## config.mk

```make
export PLATFORM = sky130hd
export DESIGN_NAME = sram_serial_loader_flat
export DESIGN_NICKNAME = d
export VERILOG_FILES = /design/src/rtl/sram_serial_loader_if.sv /design/src/rtl/sram_serial_loader.sv /design/src/flat_wrapper.sv
export SDC_FILE = /design/constraint.sdc
export NUM_CORES = 1
export LEC_CHECK = 0
export ABC_AREA = 0
export ABC_CLOCK_PERIOD_IN_PS = 3200
export BUFFER_PORTS_ARGS = -buffer_cell sky130_fd_sc_hd__clkbuf_2
export CAP_MARGIN = 20
export CORE_UTILIZATION = 36
export CTS_CLUSTER_SIZE = 16
export DETAILED_ROUTE_END_ITERATION = 6
export PLACE_DENSITY = 0.54
export SETUP_SLACK_MARGIN = 0.2
export SLEW_MARGIN = 5
export SYNTH_ARGS = -nofsm -noshare
export SYNTH_HDL_FRONTEND = slang
export SYNTH_SLANG_ARGS = --single-unit
```

## constraint.sdc

```tcl
create_clock -name CLK -period 3.2 [get_ports CLK]
set_clock_uncertainty 0.15 [all_clocks]
set_input_delay 0.32 -clock CLK [delete_from_list [all_inputs] [get_ports CLK]]
set_output_delay 0.32 -clock CLK [all_outputs]
set_load 0.05 [all_outputs]
```

## src/rtl/sram_serial_loader_if.sv

```systemverilog
// Write-side and downstream serial-controller signals of the SRAM serial loader.
// The master drives requests and RDY; the slave (the loader) drives status and serial outputs.
interface sram_serial_loader_if #(
  parameter int MEMORY_DATA_WIDTH = 8,
  parameter int MEMORY_ADDR_WIDTH = 9
);
  logic                         WR_EN;
  logic [MEMORY_ADDR_WIDTH-1:0] WR_ADDR;
  logic [MEMORY_DATA_WIDTH-1:0] WR_DATA;
  logic                         FULL;
  logic                         EMPTY;
  logic                         IO_BGN;
  logic                         LOAD_N;
  logic                         SI;
  logic                         RDY;
  logic                         BUSY;
  logic                         WORD_DONE;
  logic [1:0]                   ERR;
  logic [9:0]                   WORD_CNT;

  modport master (
    output WR_EN, WR_ADDR, WR_DATA, RDY,
    input  FULL, EMPTY, IO_BGN, LOAD_N, SI, BUSY, WORD_DONE, ERR, WORD_CNT
  );

  modport slave (
    input  WR_EN, WR_ADDR, WR_DATA, RDY,
    output FULL, EMPTY, IO_BGN, LOAD_N, SI, BUSY, WORD_DONE, ERR, WORD_CNT
  );
endinterface

```

## src/rtl/sram_serial_loader.sv

```systemverilog
// Buffers {addr,data} words in a 4-entry FIFO and serialises each one LSB first to a
// downstream SRAM I/O controller, waiting for RDY (with timeout) and restarting it per word.
module sram_serial_loader #(
  parameter int MEMORY_DATA_WIDTH = 8,
  parameter int MEMORY_ADDR_WIDTH = 9,
  parameter int RDY_TIMEOUT       = 8
) (
  input logic                 CLK,
  input logic                 BGN,
  sram_serial_loader_if.slave bus
);

  localparam int FW = MEMORY_ADDR_WIDTH + MEMORY_DATA_WIDTH;
  localparam int CW = $clog2(FW);
  localparam int TW = $clog2(RDY_TIMEOUT + 1);

  typedef enum logic [2:0] {IDLE, START, SHIFT, WAIT_RDY, RESTART} state_t;

  state_t        state, state_nxt;
  logic [FW-1:0] fifo_mem [4];
  logic [1:0]    wr_ptr, rd_ptr;
  logic [2:0]    occ, occ_nxt;
  logic          full, empty;
  logic          push, pop, drop;
  logic [FW-1:0] sreg;
  logic [CW-1:0] bcnt, bcnt_nxt;
  logic [TW-1:0] wcnt, wcnt_nxt;
  logic          shift_en, timeout;
  logic          load_n_nxt, si_nxt, io_bgn_nxt, busy_nxt, done_nxt;
  logic          load_n_r, si_r, io_bgn_r, busy_r, done_r;
  logic [1:0]    err_r;
  logic [9:0]    cnt_r;

  assign push    = bus.WR_EN && !full;
  assign drop    = bus.WR_EN && full;
  assign pop     = (state == IDLE) && !empty;
  assign occ_nxt = occ + 3'(push) - 3'(pop);

  always_ff @(posedge CLK or negedge BGN) begin
    if (!BGN) begin
      occ    <= '0;
      wr_ptr <= '0;
      rd_ptr <= '0;
      full   <= 1'b0;
      empty  <= 1'b1;
    end else begin
      occ   <= occ_nxt;
      full  <= (occ_nxt == 3'd4);
      empty <= (occ_nxt == 3'd0);
      if (push) wr_ptr <= wr_ptr + 2'd1;
      if (pop)  rd_ptr <= rd_ptr + 2'd1;
    end
  end

  // Storage and shifter hold no control meaning, so they are left out of reset.
  always_ff @(posedge CLK) begin
    if (push) fifo_mem[wr_ptr] <= {bus.WR_ADDR, bus.WR_DATA};
    if (pop)           sreg <= fifo_mem[rd_ptr];
    else if (shift_en) sreg <= sreg >> 1;
  end

  always_comb begin
    state_nxt = state;
    bcnt_nxt  = bcnt;
    wcnt_nxt  = wcnt;
    shift_en  = 1'b0;
    si_nxt    = 1'b0;
    done_nxt  = 1'b0;
    timeout   = 1'b0;
    case (state)
      IDLE: if (!empty) state_nxt = START;
      START: begin
        state_nxt = SHIFT;
        si_nxt    = sreg[0];
        shift_en  = 1'b1;
        bcnt_nxt  = '0;
      end
      SHIFT: begin
        if (bcnt == CW'(FW - 1)) begin
          state_nxt = WAIT_RDY;
          wcnt_nxt  = '0;
        end else begin
          si_nxt   = sreg[0];
          shift_en = 1'b1;
          bcnt_nxt = bcnt + 1'b1;
        end
      end
      WAIT_RDY: begin
        // RDY in the final permitted cycle still wins over the timeout.
        if (bus.RDY) begin
          state_nxt = RESTART;
          done_nxt  = 1'b1;
        end else if (wcnt == TW'(RDY_TIMEOUT - 1)) begin
          state_nxt = RESTART;
          timeout   = 1'b1;
        end else begin
          wcnt_nxt = wcnt + 1'b1;
        end
      end
      RESTART: state_nxt = IDLE;
      default: state_nxt = IDLE;
    endcase
    load_n_nxt = (state_nxt != START);
    io_bgn_nxt = (state_nxt != RESTART);
    busy_nxt   = (state_nxt != IDLE);
  end

  always_ff @(posedge CLK or negedge BGN) begin
    if (!BGN) begin
      state    <= IDLE;
      bcnt     <= '0;
      wcnt     <= '0;
      load_n_r <= 1'b1;
      si_r     <= 1'b0;
      io_bgn_r <= 1'b0;
      busy_r   <= 1'b0;
      done_r   <= 1'b0;
      err_r    <= 2'b00;
      cnt_r    <= '0;
    end else begin
      state    <= state_nxt;
      bcnt     <= bcnt_nxt;
      wcnt     <= wcnt_nxt;
      load_n_r <= load_n_nxt;
      si_r     <= si_nxt;
      io_bgn_r <= io_bgn_nxt;
      busy_r   <= busy_nxt;
      done_r   <= done_nxt;
      err_r    <= err_r | {drop, timeout};
      cnt_r    <= cnt_r + 10'(done_nxt);
    end
  end

  assign bus.FULL      = full;
  assign bus.EMPTY     = empty;
  assign bus.IO_BGN    = io_bgn_r;
  assign bus.LOAD_N    = load_n_r;
  assign bus.SI        = si_r;
  assign bus.BUSY      = busy_r;
  assign bus.WORD_DONE = done_r;
  assign bus.ERR       = err_r;
  assign bus.WORD_CNT  = cnt_r;

endmodule

```

## src/flat_wrapper.sv

```systemverilog
// flat-port wrapper written by rule: the top's interface ports become plain ports
module sram_serial_loader_flat 
#(
  parameter int MEMORY_DATA_WIDTH = 8,
  parameter int MEMORY_ADDR_WIDTH = 9,
  parameter int RDY_TIMEOUT       = 8
)
  (CLK, BGN, bus_WR_EN, bus_WR_ADDR, bus_WR_DATA, bus_RDY, bus_FULL, bus_EMPTY, bus_IO_BGN, bus_LOAD_N, bus_SI, bus_BUSY, bus_WORD_DONE, bus_ERR, bus_WORD_CNT);
  sram_serial_loader_if #(.MEMORY_DATA_WIDTH(MEMORY_DATA_WIDTH), .MEMORY_ADDR_WIDTH(MEMORY_ADDR_WIDTH)) bus_i ();
  input logic CLK;
  input logic BGN;
  input wire logic [$bits(bus_i.WR_EN)-1:0] bus_WR_EN;
  input wire logic [$bits(bus_i.WR_ADDR)-1:0] bus_WR_ADDR;
  input wire logic [$bits(bus_i.WR_DATA)-1:0] bus_WR_DATA;
  input wire logic [$bits(bus_i.RDY)-1:0] bus_RDY;
  output wire logic [$bits(bus_i.FULL)-1:0] bus_FULL;
  output wire logic [$bits(bus_i.EMPTY)-1:0] bus_EMPTY;
  output wire logic [$bits(bus_i.IO_BGN)-1:0] bus_IO_BGN;
  output wire logic [$bits(bus_i.LOAD_N)-1:0] bus_LOAD_N;
  output wire logic [$bits(bus_i.SI)-1:0] bus_SI;
  output wire logic [$bits(bus_i.BUSY)-1:0] bus_BUSY;
  output wire logic [$bits(bus_i.WORD_DONE)-1:0] bus_WORD_DONE;
  output wire logic [$bits(bus_i.ERR)-1:0] bus_ERR;
  output wire logic [$bits(bus_i.WORD_CNT)-1:0] bus_WORD_CNT;
  assign bus_i.WR_EN = bus_WR_EN;
  assign bus_i.WR_ADDR = bus_WR_ADDR;
  assign bus_i.WR_DATA = bus_WR_DATA;
  assign bus_i.RDY = bus_RDY;
  assign bus_FULL = bus_i.FULL;
  assign bus_EMPTY = bus_i.EMPTY;
  assign bus_IO_BGN = bus_i.IO_BGN;
  assign bus_LOAD_N = bus_i.LOAD_N;
  assign bus_SI = bus_i.SI;
  assign bus_BUSY = bus_i.BUSY;
  assign bus_WORD_DONE = bus_i.WORD_DONE;
  assign bus_ERR = bus_i.ERR;
  assign bus_WORD_CNT = bus_i.WORD_CNT;
  sram_serial_loader #(.MEMORY_DATA_WIDTH(MEMORY_DATA_WIDTH), .MEMORY_ADDR_WIDTH(MEMORY_ADDR_WIDTH), .RDY_TIMEOUT(RDY_TIMEOUT)) u_core (.CLK(CLK), .BGN(BGN), .bus(bus_i));
endmodule
```

==> impl_metrics.toml <==
[outcome]
status = "finished, final reports clean"

[synthesis]
synthDistinctLibCells = 51
synth-async-reset-ratio = 0.309
ys_seq_area_frac = 0.687
ys.flop_type = "edfxtp_1"
synth.avg_cell_area_sq_um = 17.6
syn-num-nets = 322
synthCells = 290
synth-edff-count = 85
ys_ff_latch = 123
synth_area_sq_um = 5100
ys_warn_count = 0

[placement]
port_buffers = 39
place.gp.congestion = 0.758
placed_cells = 506
place_hpwl_um = 5090

[worst_setup_path]
worstPathMaxFanout = 17
required_ns = 3.38
path_class = "register to register"
endpoint = "u_core.bus.FULL"
r2r-start = "u_core.state[1]"
rr_worst_depth = 6
worstSetupEndpointType = "register"
critPathLaunchType = "register"
crit_path_start = "u_core.state[1]"
reg2reg_to = "u_core.bus.FULL"
r2r_slack_ns = 0.86
cp.arrival_ns = 2.52

[floorplan]
die-area_sq_um = 14700
rows = 43
start_util = 0.368
coreArea_sq_um = 13900
pin_count = 40
die_h_um = 121
fp.dieW_um = 121

[route]
drc = 0
drt-initial-drc-count = 148
vias = 2755
ant_nets = 0
detail_route.wl_per_cell_um = 15.8
wirelength_um = 8780
avgViaCountPerCell = 4.95
first_pass_iters = 4

[sta]
fin_crit_sh = 0.732
drv_slew = 0
setup_viol = 0
relSlewSlack = 0.382
hold_viol = 0
period_needed_ns = 2.34
tightestPinTransition_ns = 0.927
rsz0062_at_grt = "false"
tns_ns = 0
fmax_mhz = 427

[power_and_ir_drop]
p_leak_nw = 2.40
power_density_nw_per_um2 = 963
vdd.ir_drop.worst_mv = 0.534
finalPower_mw = 6.00

[global_routing]
busiest_layer = "met2"
grt_max_degree = 39
grt_pass1_wl_um = 14300
grtUsageMet1 = 0.170
grt_pass1_vias = 2780
grt_use_met2 = 0.201
met3_usage = 0.0493
overflow = 0
track_usage = 0.135
antenna_found_initial = 0

[clocking]
cts_num_sinks = 123
hold_buffers = 19
cts_made_buffers = 17
root_buffer = "clkbuf_16"
cts_tree = "done"
post_cts_buffers = 0
path_clk_slew_ns = 0.06
clkLatencyLatePin_ns = 0.41
cts-htree-levels = 4
cts-resized-gates = 0
cts.path.max_buffers = 2

[finish]
final_nets = 396
area_delta_synth_final_pct = 22.2
final_cell_count_no_fill = 557
final_core_util = 0.449
num_antenna_cells = 0
drive_gt1_frac = 0.276

[hold_path]
hp-class = "primary input to register"

[job]
maxCapViolCount = 0
-- cells in the final DEF, fill, tap and decap left out, drive strengths merged, types with 3 or more instances in the layout --
master       synthesis  layout
a21oi                4       4
and2                 7       7
and3                 4       4
buf                  8       8
clkbuf               3      60
clkinv               0       8
dfrtp               36      36
dlygate4sd3          0      19
edfxtp              85      85
ha                  10      10
inv                  9      11
mux2                16      16
mux4                17      17
nand2                4       4
nand2b               5       5
nand3               12      12
nand4                5       5
nor4                 3       3
o211ai               6       6
o21ai                9       9
or4                  3       3
xnor2               10      10
xor2                 4       4
-- final cells by class --
class,instances,area (sq um)
clock buffers,21,440
clock inverters,11,96.3
fillers,1262,7650
inverters,9,33.8
multi-input cells,147,1490
flip-flops and latches,123,3510
well taps,180,225
repair buffers,66,445
-- synthesized netlist by cell type, types with 4 or more instances --
master / number / area share
a21oi_1: 4 / 0.0039
and2_1: 7 / 0.0086
and3_1: 4 / 0.0049
dfrtp_1: 36 / 0.18
edfxtp_1: 85 / 0.50
ha_1: 10 / 0.025
inv_1: 9 / 0.0066
mux2_2: 9 / 0.020
mux2_4: 7 / 0.021
mux4_1: 10 / 0.051
mux4_2: 7 / 0.031
nand2_1: 4 / 0.0029
nand2b_1: 5 / 0.0061
nand3_1: 12 / 0.012
nand4_1: 5 / 0.0061
o211ai_1: 6 / 0.0088
o21ai_0: 8 / 0.0078
xnor2_1: 10 / 0.017
xor2_1: 4 / 0.0069
-- worst min path at each step --
stage / endpoint / from / depth (start not counted)
finish: u_core.bus.WORD_DONE / bus_RDY / 2
global route: u_core.bus.WORD_DONE / bus_RDY / 2
CTS: u_core.bus.WORD_DONE / bus_RDY / 2
detailed placement: u_core.bus.ERR[1] / u_core.bus.ERR[1] / 1
global placement: u_core.bus.ERR[1] / u_core.bus.ERR[1] / 1
floorplan: u_core.bcnt[0] / BGN / 0
-- sequential cells by signal, indices dropped and copies added (netlist names), 2 cells and up --
signal               count
u_core.bcnt              5
u_core.bus.ERR           2
u_core.bus.WORD_CNT     10
u_core.fifo_mem         68
u_core.occ               3
u_core.rd_ptr            2
u_core.sreg             17
u_core.state             3
u_core.wcnt              4
u_core.wr_ptr            2
-- critical path, cell delays in order (launching register included) --
cell	delay, ns
dfrtp_1	0.57
nor4_4	0.38
xor2_1	0.11
ha_1	0.20
fa_1	0.38
xnor2_1	0.26
nor3b_1	0.21
-- stage by stage --
step                      setup WS (ns)  hold WS, ns  area [sq um]
after floorplan                   0.867       -0.126          5100
after global routing              0.696        0.141          6230
after CTS                         0.840        0.119          6230
final                             0.856        0.139          6230
after detailed placement          0.883        0.307          5510
after global placement            0.924        0.292          5510
-- where the power goes --
| group | total, mW | leakage [nW] | internal [mW] | switching (mW) |
|---|---|---|---|---|
| Clock | 1.73 | 0.265 | 1.06 | 0.666 |
| Combinational | 1.73 | 0.874 | 0.788 | 0.940 |
| Sequential | 2.54 | 1.26 | 2.26 | 0.282 |
-- cells by family (layout without fill, tap and decap cells) --
| group | after synthesis | count (layout) | share of synthesized area |
|---|---|---|---|
| buffers and inverters | 20 | 107 | 0.0216 |
| XOR/XNOR | 14 | 14 | 0.0240 |
| AO/OA/AOI/OAI | 27 | 27 | 0.0353 |
| AND/OR/NAND/NOR | 60 | 60 | 0.0770 |
| multiplexers | 35 | 35 | 0.127 |
| adder cells (fa/ha/maj) | 11 | 11 | 0.0284 |
| flip-flops | 123 | 123 | 0.687 |
-- metal layers --
metal	routed length, um	vias to the layer above
met1	4090	1396
met4	153	0
li1	-	1294
met2	4200	51
met5	0	-
met3	334	14
No activity file was read; power rests on OpenSTA's default activity.
